### config.mk
export PLATFORM = sky130hd
export DESIGN_NAME = prim_ram_1p_arb
export DESIGN_NICKNAME = d
export VERILOG_FILES = /design/src/rtl/prim_ram_1p_arb.sv
export SDC_FILE = /design/constraint.sdc
export NUM_CORES = 1
export LEC_CHECK = 0
export ABC_AREA = 1
export CAP_MARGIN = 5
export CORE_AREA = 2 2 109 111
export CTS_BUF_LIST = sky130_fd_sc_hd__clkbuf_8
export DETAILED_ROUTE_END_ITERATION = 7
export DIE_AREA = 0 0 111 113
export HOLD_SLACK_MARGIN = 0.08
export PLACE_DENSITY = 0.69
export SLEW_MARGIN = 20
export SYNTH_ARGS = -nofsm -noshare
export SYNTH_HDL_FRONTEND = slang
export SYNTH_SLANG_ARGS = --single-unit
### constraint.sdc
create_clock -name clk_i -period 6.3 [get_ports clk_i]
set_input_delay 1.575 -clock clk_i [delete_from_list [all_inputs] [get_ports clk_i]]
set_output_delay 1.575 -clock clk_i [all_outputs]
set_load 0.02 [all_outputs]
### src/rtl/prim_ram_1p_arb.sv
// Round-robin arbiter sharing one single-port RAM port among NumReq hosts.
// Define PRIM_RAM_ARB_INIT_EN to zero-fill the RAM after reset.
module prim_ram_1p_arb #(
   parameter int NumReq = 4,
   parameter int Width  = 32,
   parameter int Depth  = 128,
   localparam int Aw    = $clog2(Depth)
) (
   input  logic                    clk_i,
   input  logic                    rst_ni,
   input  logic [NumReq-1:0]       host_req_i,
   input  logic [NumReq-1:0]       host_write_i,
   input  logic [NumReq*Aw-1:0]    host_addr_i,
   input  logic [NumReq*Width-1:0] host_wdata_i,
   output logic [NumReq-1:0]       host_gnt_o,
   output logic [NumReq-1:0]       host_rvalid_o,
   output logic [Width-1:0]        host_rdata_o,
   output logic                    ram_req_o,
   output logic                    ram_write_o,
   output logic [Aw-1:0]           ram_addr_o,
   output logic [Width-1:0]        ram_wdata_o,
   input  logic [Width-1:0]        ram_rdata_i,
   output logic                    init_done_o
);

   localparam int Pw = $clog2(NumReq);

   logic              run;
   logic [Pw-1:0]     ptr_q;
   logic [Pw-1:0]     gidx;
   logic              found;
   logic [NumReq-1:0] gnt;
   logic [NumReq-1:0] rd_owner_q;
   int                idx;

`ifdef PRIM_RAM_ARB_INIT_EN
   typedef enum logic {Init, Run} state_e;

   state_e        state_q, state_d;
   logic [Aw-1:0] cnt_q, cnt_d;

   always_ff @(posedge clk_i or negedge rst_ni) begin
      if (!rst_ni) begin
         state_q <= Init;
         cnt_q   <= '0;
      end else begin
         state_q <= state_d;
         cnt_q   <= cnt_d;
      end
   end

   always_comb begin
      state_d = state_q;
      cnt_d   = cnt_q;
      if (state_q == Init) begin
         cnt_d = cnt_q + 1'b1;
         if (cnt_q == Aw'(Depth - 1)) begin
            state_d = Run;
            cnt_d   = '0;
         end
      end
   end

   assign run         = (state_q == Run);
   assign init_done_o = run;
`else
   assign run         = 1'b1;
   assign init_done_o = 1'b1;
`endif

   // Search upward from ptr_q, wrapping at NumReq-1.
   always_comb begin
      gnt   = '0;
      gidx  = '0;
      found = 1'b0;
      idx   = 0;
      for (int i = 0; i < NumReq; i++) begin
         idx = int'(ptr_q) + i;
         if (idx >= NumReq) idx = idx - NumReq;
         if (!found && host_req_i[idx]) begin
            found = 1'b1;
            gidx  = Pw'(idx);
         end
      end
      if (rst_ni && run && found) gnt[gidx] = 1'b1;
   end

   assign host_gnt_o = gnt;

   always_comb begin
      ram_req_o   = 1'b0;
      ram_write_o = 1'b0;
      ram_addr_o  = '0;
      ram_wdata_o = '0;
`ifdef PRIM_RAM_ARB_INIT_EN
      if (rst_ni && !run) begin
         ram_req_o   = 1'b1;
         ram_write_o = 1'b1;
         ram_addr_o  = cnt_q;
      end
`endif
      if (|gnt) begin
         ram_req_o   = 1'b1;
         ram_write_o = host_write_i[gidx];
         ram_addr_o  = host_addr_i[int'(gidx)*Aw +: Aw];
         ram_wdata_o = host_wdata_i[int'(gidx)*Width +: Width];
      end
   end

   always_ff @(posedge clk_i or negedge rst_ni) begin
      if (!rst_ni) begin
         ptr_q      <= '0;
         rd_owner_q <= '0;
      end else begin
         rd_owner_q <= gnt & ~host_write_i;
         if (|gnt) begin
            ptr_q <= (gidx == Pw'(NumReq - 1)) ? '0 : gidx + 1'b1;
         end
      end
   end

   assign host_rvalid_o = rd_owner_q;
   assign host_rdata_o  = ram_rdata_i;

endmodule

==> out/qor.csv, run 1 <==
metric;value;unit
RSZ-0062 raised after global routing;false;
DIE AREA;12540;µm²
Leak;0.002396;µW
startpoint types;primary input;
Final Util;42.14;%
initial antenna violation count;0;
vias in the first global route;3519;
DR vias;3949;
ratio of total power to cell area;655.6;nW/µm²
IO Port Bufs;214;
Post-DP HPWL;8.224;mm
drt initial violations;315;
die width;111;µm
largest net degree at the start of global routing;83;
boundary pin count;280;
routability cong.;0.8526;
CP Capture Type;output pin;
DR WL/cell;13.28;µm
Cell variety after synth;24;
Tot GR Track Use;16.26;%
synthesized area;2748;µm²
total wire length after detailed routing;11.52;mm
net count after synthesis;769;
FP Rows;39;
total CTS buffers;3;
Initial Util;24.38;%
setup violators final;0;
Clock Skew;2.127;ps
CTS tree;built;
Area Overhead vs Synth;72.86;%
post-CTS setup repair buffer count;0;
diode count;0;
Synth area leaders;nand2_1 28%, nand3_1 23%, inv_1 12%, buf_4 10%, a21oi_1 7.3%;
fin worst setup slack;276.4;ps
worst-path maximum fanout;40;
first-pass GRT wire length;17.33;mm
Pwr Total;3114;µW
hold crit path type;flip-flop to flip-flop;
clk_lat worst skew;230;ps
final period utilization;95.61;%
Slew @ Worst Pin;540.5;ps
final setup TNS;0;ps
root buffer cell;clkbuf_8;
CP Data Required Time;4720;ps
clock tree buffer depth;2;
DR pass1 iterations;6;
DRT antenna net count;0;
Via-to-Cell Ratio;4.555;
Max transition margin;63.97;%
Post-layout nets;925;
post-synthesis cell count;570;
Core ar.;11270;µm²
status;finished clean;
Hold Buf Count CTS;0;
Die Y-Extent;113;µm
clock transition at the registers of the reported paths;40;ps
register area share after synthesis;5.464;%
Seq cells post-synth;6;
filler cell count;1211;
GRT overflow;0;
endpoints failing hold;0;
CTS H-tree lvls;1;
dpl ws;-38.26;ps
Min Hold Slack;729.6;ps
Max VDD drop;0.5244;mV
FMAX;166.0;MHz
Avg Cell Area, Syn;4.820;µm²
layout cell share with drive strength beyond 1;3.729;%
post-synth top area share;28.42;%
critical path class;primary input to output pin;
max-slew violations;0;
drc violations;0;
minimum clock period;6024;ps
worst path arrival time;4450;ps
area leader, netlist;nand2_1;
max-cap viol count;0;
CTS sink count;6;
Synth Warn #;0;
==> logic make-up after synthesis <==
logic type	after synthesis	synth area share, %
fa+ha+maj	1	0.4553
flops	6	5.464
simple gates	351	55.60
compound gates	45	8.288
other cells	1	0.1365
buf+inv	166	30.05
==> worst max-delay path: stages <==
cell and delay (ps):
clkdlybuf4s50_1 470, inv_1 50, nand2_1 90, nand3_1 110
nand2_1 130, inv_2 70, nand3_1 80, nor2_2 50
nor2_4 120, buf_4 300, nand3_2 160, nand2_2 150
inv_4 170, a21oi_1 230, clkdlybuf4s50_1 660
==> synth_stat cells (all sizes together) <==
library cell	count
nor3	2
a21boi	1
nand2	211
clkbuf	12
nand4	1
a21oi	40
nand3	130
inv	94
conb	1
buf	60
dfrtp	6
o21ai	4
nor2	7
ha	1
==> report_power, final <==
| group | internal (µW) | leakage (µW) | switching (µW) |
|---|---|---|---|
| registers | 53.0 | 0.0000796 | 18.8 |
| clock network | 41.2 | 0.0000216 | 17.8 |
| logic | 1140 | 0.00229 | 1840 |
| total | 1230 | 0.00240 | 1880 |
==> cell usage in the layout, fill, tap and decap left out <==
cell type / instances
nor2_4: 1
buf_12: 2
nand4_1: 1
a21oi_1: 40
conb_1: 1
ha_1: 1
nand3_2: 2
clkdlybuf4s50_1: 214
nand2_2: 3
nor3_1: 2
clkbuf_8: 3
inv_1: 88
nand2_1: 208
nor2_2: 2
nand3_1: 127
nand3_4: 1
buf_4: 6
o21ai_0: 2
nor2_1: 4
o21ai_1: 2
a21boi_1: 1
clkbuf_16: 1
dfrtp_1: 6
inv_4: 1
inv_2: 5
==> through the flow <==
stage          area (µm²)  std cells
2_1_floorplan        2748        570
4_1_cts              4725        866
3_3_place_gp         4681        863
5_1_grt              4750        867
3_5_place_dp         4681        863
6_report             4750        867
==> area by class of cell <==
cell class / count / area [µm²] / share of cell area [%]
Sequential cell: 6 / 150.1 / 3.161
Multi-Input combinational cell: 398 / 1772 / 37.30
Inverter: 94 / 355.3 / 7.482
Timing Repair Buffer: 223 / 2252 / 47.42
Tap cell: 143 / 178.9 / 3.767
Clock buffer: 3 / 41.29 / 0.8693
==> per-layer routing <==
layer	global-route usage [%]	wire length, µm
met1	20.46	4885
met2	29.24	5528
met3	2.035	839
met4	4.667	261
met5	0	0
==> state kept, by name, indices dropped and copies added, names as in the netlist <==
| name | cells |
|---|---|
| ptr_q | 2 |
| host_rvalid_o | 4 |
==> worst paths after layout <==
| kind | end | slack (ps) | cells after the start | start |
|---|---|---|---|---|
| hold reg to reg | ptr_q[1] | 730 | 2 | ptr_q[1] |
| setup / recovery | ram_wdata_o[30] | 280 | 15 | host_req_i[1] |
| max in group asynchronous | host_rvalid_o[3] | 4460 | 1 | rst_ni |
| setup reg to reg | ptr_q[0] | 3950 | 14 | ptr_q[0] |
| min in group asynchronous | host_rvalid_o[0] | 1610 | 1 | rst_ni |
| hold / removal | ptr_q[1] | 730 | 2 | ptr_q[1] |
==> what timing repair did <==
action,in CTS,in global routing
cloned,0,1
endpoints found under the setup margin,1,1
gates resized for setup,1,0
(Power assumes the default switching activity.)
==> inputs of run 2 (changes only) <==
==> config.mk (replaced) <==
export PLATFORM = sky130hd
export DESIGN_NAME = prim_ram_1p_arb
export DESIGN_NICKNAME = d
export VERILOG_FILES = /design/src/rtl/prim_ram_1p_arb.sv
export SDC_FILE = /design/constraint.sdc
export NUM_CORES = 1
export LEC_CHECK = 0
export CAP_MARGIN = 5
export CORE_AREA = 2 2 110 112
export CTS_BUF_LIST = sky130_fd_sc_hd__clkbuf_8
export DETAILED_ROUTE_END_ITERATION = 7
export DIE_AREA = 0 0 112 114
export HOLD_SLACK_MARGIN = 0.08
export PLACE_DENSITY = 0.61
export RECOVER_POWER = 50
export SLEW_MARGIN = 20
export SYNTH_ARGS = -nofsm -noshare
export SYNTH_HDL_FRONTEND = slang
export SYNTH_SLANG_ARGS = --single-unit
export TNS_END_PERCENT = 50
==> run 2 against run 1 <==
Net effect:
- core utilization fell by 7.6 points
- global-route usage fell by 2.8 points
- flip-flop and latch count did not move
- total power fell by 63%
- non-clock buffer count did not move
- largest cell class unchanged
==> out/qor.csv, run 2 <==
metric;value;unit;change
status;finished clean;;unchanged
commonest non-fill, non-tap cell in the layout;clkdlybuf4s50_1;;unchanged
FP Rows;40;;was 39
drt initial violations;148;;was 315
max-slew violations;0;;unchanged
routability cong.;0.8640;;was 0.8526
DR vias;3014;;was 3949
worst path arrival time;4380;ps;was 4450 ps
Post-synth ARST share;100.0;%;unchanged
Crit path largest cell delay;660;ps;about the same
DRT antenna net count;0;;unchanged
FF-to-FF setup slack;3900;ps;was 3950 ps
Slew @ Worst Pin;539.7;ps;was 540.5 ps
setup violators final;0;;unchanged
Worst Hold Depth;2;;unchanged
Core ar.;11710;µm²;was 11270 µm²
CP Data Required Time;4720;ps;about the same
DIE AREA;12770;µm²;was 12540 µm²
total wire length after detailed routing;9.651;mm;was 11.52 mm
CTS H-tree lvls;1;;unchanged
RSZ-0062 raised after global routing;false;;unchanged
Synth top cells by count;80 x nand2_1, 41 x a211oi_1, 40 x and3_1, 38 x a311oi_1, 37 x buf_4;;was 208 x nand2_1, 127 x nand3_1, 88 x inv_1, 40 x a21oi_1, 37 x buf_4
Post-DP HPWL;7.296;mm;was 8.224 mm
Initial Util;17.18;%;was 24.38%
worst path bufs/invs;3;;was 6
Via-to-Cell Ratio;4.909;;was 4.555
max-cap viol count;0;;unchanged
RR Endpoint;ptr_q[0];;unchanged
minimum clock period;5952;ps;was 6024 ps
post-CTS setup repair buffer count;0;;unchanged
drc violations;0;;unchanged
layout cell share with drive strength beyond 1;4.283;%;was 3.729%
Min Hold Slack;664.6;ps;was 729.6 ps
Crit-path slowest cell;clkdlybuf4s50_1;;unchanged
clock share of power;4.9;%;was 1.9%
Post-layout nets;668;;was 925
Area Overhead vs Synth;101.2;%;was 72.86%
critical path class;primary input to output pin;;unchanged
Sw Share;52.90;%;was 60.41%
final period utilization;94.48;%;was 95.61%
synthesized area;2012;µm²;was 2748 µm²
Max VDD drop;0.1329;mV;was 0.5244 mV
first-pass GRT wire length;14.41;mm;was 17.33 mm
Leak;0.001571;µW;was 0.002396 µW
boundary pin count;280;;unchanged
post-route cell area;4048;µm²;was 4750 µm²
vias in the first global route;2949;;was 3519
CTS sink count;6;;unchanged
Seq cells post-synth;6;;unchanged
clock transition at the registers of the reported paths;40;ps;about the same
total CTS buffers;3;;unchanged
die width;112;µm;was 111 µm
post-synthesis cell count;308;;was 570
GRT overflow;0;;unchanged
hold path endpoint;ptr_q[1];;unchanged
NetSw;612.1;µW;was 1881 µW
Clock Skew;2.073;ps;was 2.127 ps
endpoints failing hold;0;;unchanged
Cell variety after synth;30;;was 24
hold crit path type;flip-flop to flip-flop;;unchanged
CTS tree;built;;unchanged
largest net degree at the start of global routing;47;;was 83
Die Y-Extent;114;µm;was 113 µm
filler cell count;1267;;was 1211
final setup TNS;0;ps;unchanged
DR pass1 iterations;4;;was 6
initial antenna violation count;0;;unchanged
net count after synthesis;507;;was 769
clock tree buffer depth;2;;unchanged
CP Capture Type;output pin;;unchanged
Synth Warn #;0;;unchanged
count leader, synth;nand2_1;;unchanged
P_int;544.9;µW;was 1233 µW
Comb pwr share;89.8;%;was 95.8%
post-synth top area share;16.54;%;was 28.42%
area leader, netlist;a311oi_1;;was nand2_1
FMAX;168.0;MHz;was 166.0 MHz
register area share after synthesis;7.463;%;was 5.464%
clk_lat worst skew;220;ps;was 230 ps
Tot GR Track Use;13.49;%;was 16.26%
hold_sp;ptr_q[1];;unchanged
ratio of total power to cell area;285.8;nW/µm²;was 655.6 nW/µm²
Avg Cell Area, Syn;6.532;µm²;was 4.820 µm²
Post-synth EDFFs;0;;unchanged
startpoint types;primary input;;unchanged
max FFs per register;4;;unchanged
Placement Cell Area;4019;µm²;was 4681 µm²
post_cts resized;0;;was 1
Worst R2R Start;ptr_q[0];;unchanged
commonest cells after routing, fill and taps aside;209 x clkdlybuf4s50_1, 80 x nand2_1, 42 x a211oi_1, 40 x and3_1, 38 x a311oi_1;;was 214 x clkdlybuf4s50_1, 208 x nand2_1, 127 x nand3_1, 88 x inv_1, 40 x a21oi_1
Hold Buf Count CTS;0;;unchanged
worst-path cell chain;clkdlybuf4s50_1, nand2b_1, a21oi_1, a211oi_1, buf_4, a211oi_1, a311oi_1, clkdlybuf4s50_1;;was clkdlybuf4s50_1, inv_1, nand2_1, nand3_1, nand2_1, inv_2, nand3_1, nor2_2, nor2_4, buf_4, nand3_2, nand2_2, inv_4, a21oi_1, clkdlybuf4s50_1
Synth area leaders;a311oi_1 17%, a211oi_1 15%, nand2_1 15%, buf_4 14%, and3_1 12%;;was nand2_1 28%, nand3_1 23%, inv_1 12%, buf_4 10%, a21oi_1 7.3%
Top delay family on crit path;buffers and inverters;;unchanged
R2R cell count;9;;was 14
IO Port Bufs;214;;unchanged
top_reg_cell synth;dfrtp_1;;unchanged
Max transition margin;63.85;%;was 63.97%
DR WL/cell;15.72;µm;was 13.28 µm
diode count;0;;unchanged
Pwr Total;1157;µW;was 3114 µW
root buffer cell;clkbuf_8;;unchanged
Flop pwr share;5.4;%;was 2.3%
worst-path maximum fanout;44;;was 40
## run 2: area by class of cell
class / count / area [µm²] / share of cell area [%]
clock buffer: 3 / 41.29 / 1.020
inverter: 8 / 30.03 / 0.7419
multi-input combinational: 227 / 1420 / 35.08
sequential: 6 / 150.1 / 3.709
tap: 147 / 183.9 / 4.544
timing repair buffer: 223 / 2222 / 54.90
## run 2: worst reg2reg max path: cells and delay by family (launching register included)
kind,cells,cell delay (ps)
buffers and inverters,3,440
adders and majority gates,1,260
DFF,1,490
AOI/OAI and AO/OA,4,940
and+or+nand+nor,1,160
## run 2: cell families after synthesis
family / share of synthesized area (%)
simple gates: 31.03
compound gates: 37.44
buf+inv: 22.26
flops: 7.462
mux: 0.9951
fa+ha+maj: 0.6218
other cells: 0.1864
## run 2: power groups by stage
stage	combinational (µW)	clock, µW	sequential (µW)
2_1_floorplan	648	0	62.9
3_3_place_gp	1040	0	62.9
3_5_place_dp	1050	0	64.0
4_1_cts	1050	58.5	63.6
5_1_grt	1110	61.4	63.9
6_report	1040	56.5	62.1
## run 2: how the worst max path moves through the flow
stage               cells past startpoint     startpoint         endpoint  slack, ps
CTS                                    10  host_req_i[1]  ram_wdata_o[10]        450
global placement                       10  host_req_i[1]  ram_wdata_o[10]        540
detailed placement                     10  host_req_i[1]  ram_wdata_o[10]        460
global route                            8  host_req_i[1]  ram_wdata_o[10]        170
floorplan                              10  host_req_i[1]    ram_addr_o[0]       1210
finish                                  8  host_req_i[1]  ram_wdata_o[11]        350
## run 2: routing by layer
metal | track usage (%) | part of all wire, % | vias to the layer above
met4 | 4.065 | 1.3 | 0
met5 | 0 | 0 | -
met3 | 2.604 | 7.5 | 18
li1 | - | - | 1430
met2 | 24.77 | 51 | 156
met1 | 15.93 | 40 | 1410
## run 2: metrics by stage
| step | utilization, % | std cells | worst slack, ps |
|---|---|---|---|
| after floorplan | - | 308 | 1210 |
| after global placement | 34.32 | 611 | 535.8 |
| after detailed placement | 34.32 | 611 | 455.4 |
| after CTS | 34.67 | 614 | 445.7 |
| after global routing | 34.56 | 614 | 166.5 |
| final | 34.56 | 614 | 347.7 |
==> inputs of run 3 (changes only) <==
--- a/config.mk
+++ b/config.mk
@@ -17,4 +17,4 @@
 export SYNTH_ARGS = -nofsm -noshare
 export SYNTH_HDL_FRONTEND = slang
 export SYNTH_SLANG_ARGS = --single-unit
-export TNS_END_PERCENT = 50
+export TNS_END_PERCENT = 5
==> results of run 3 <==
Final layout, timing and power as in run 2 (identical DEF).
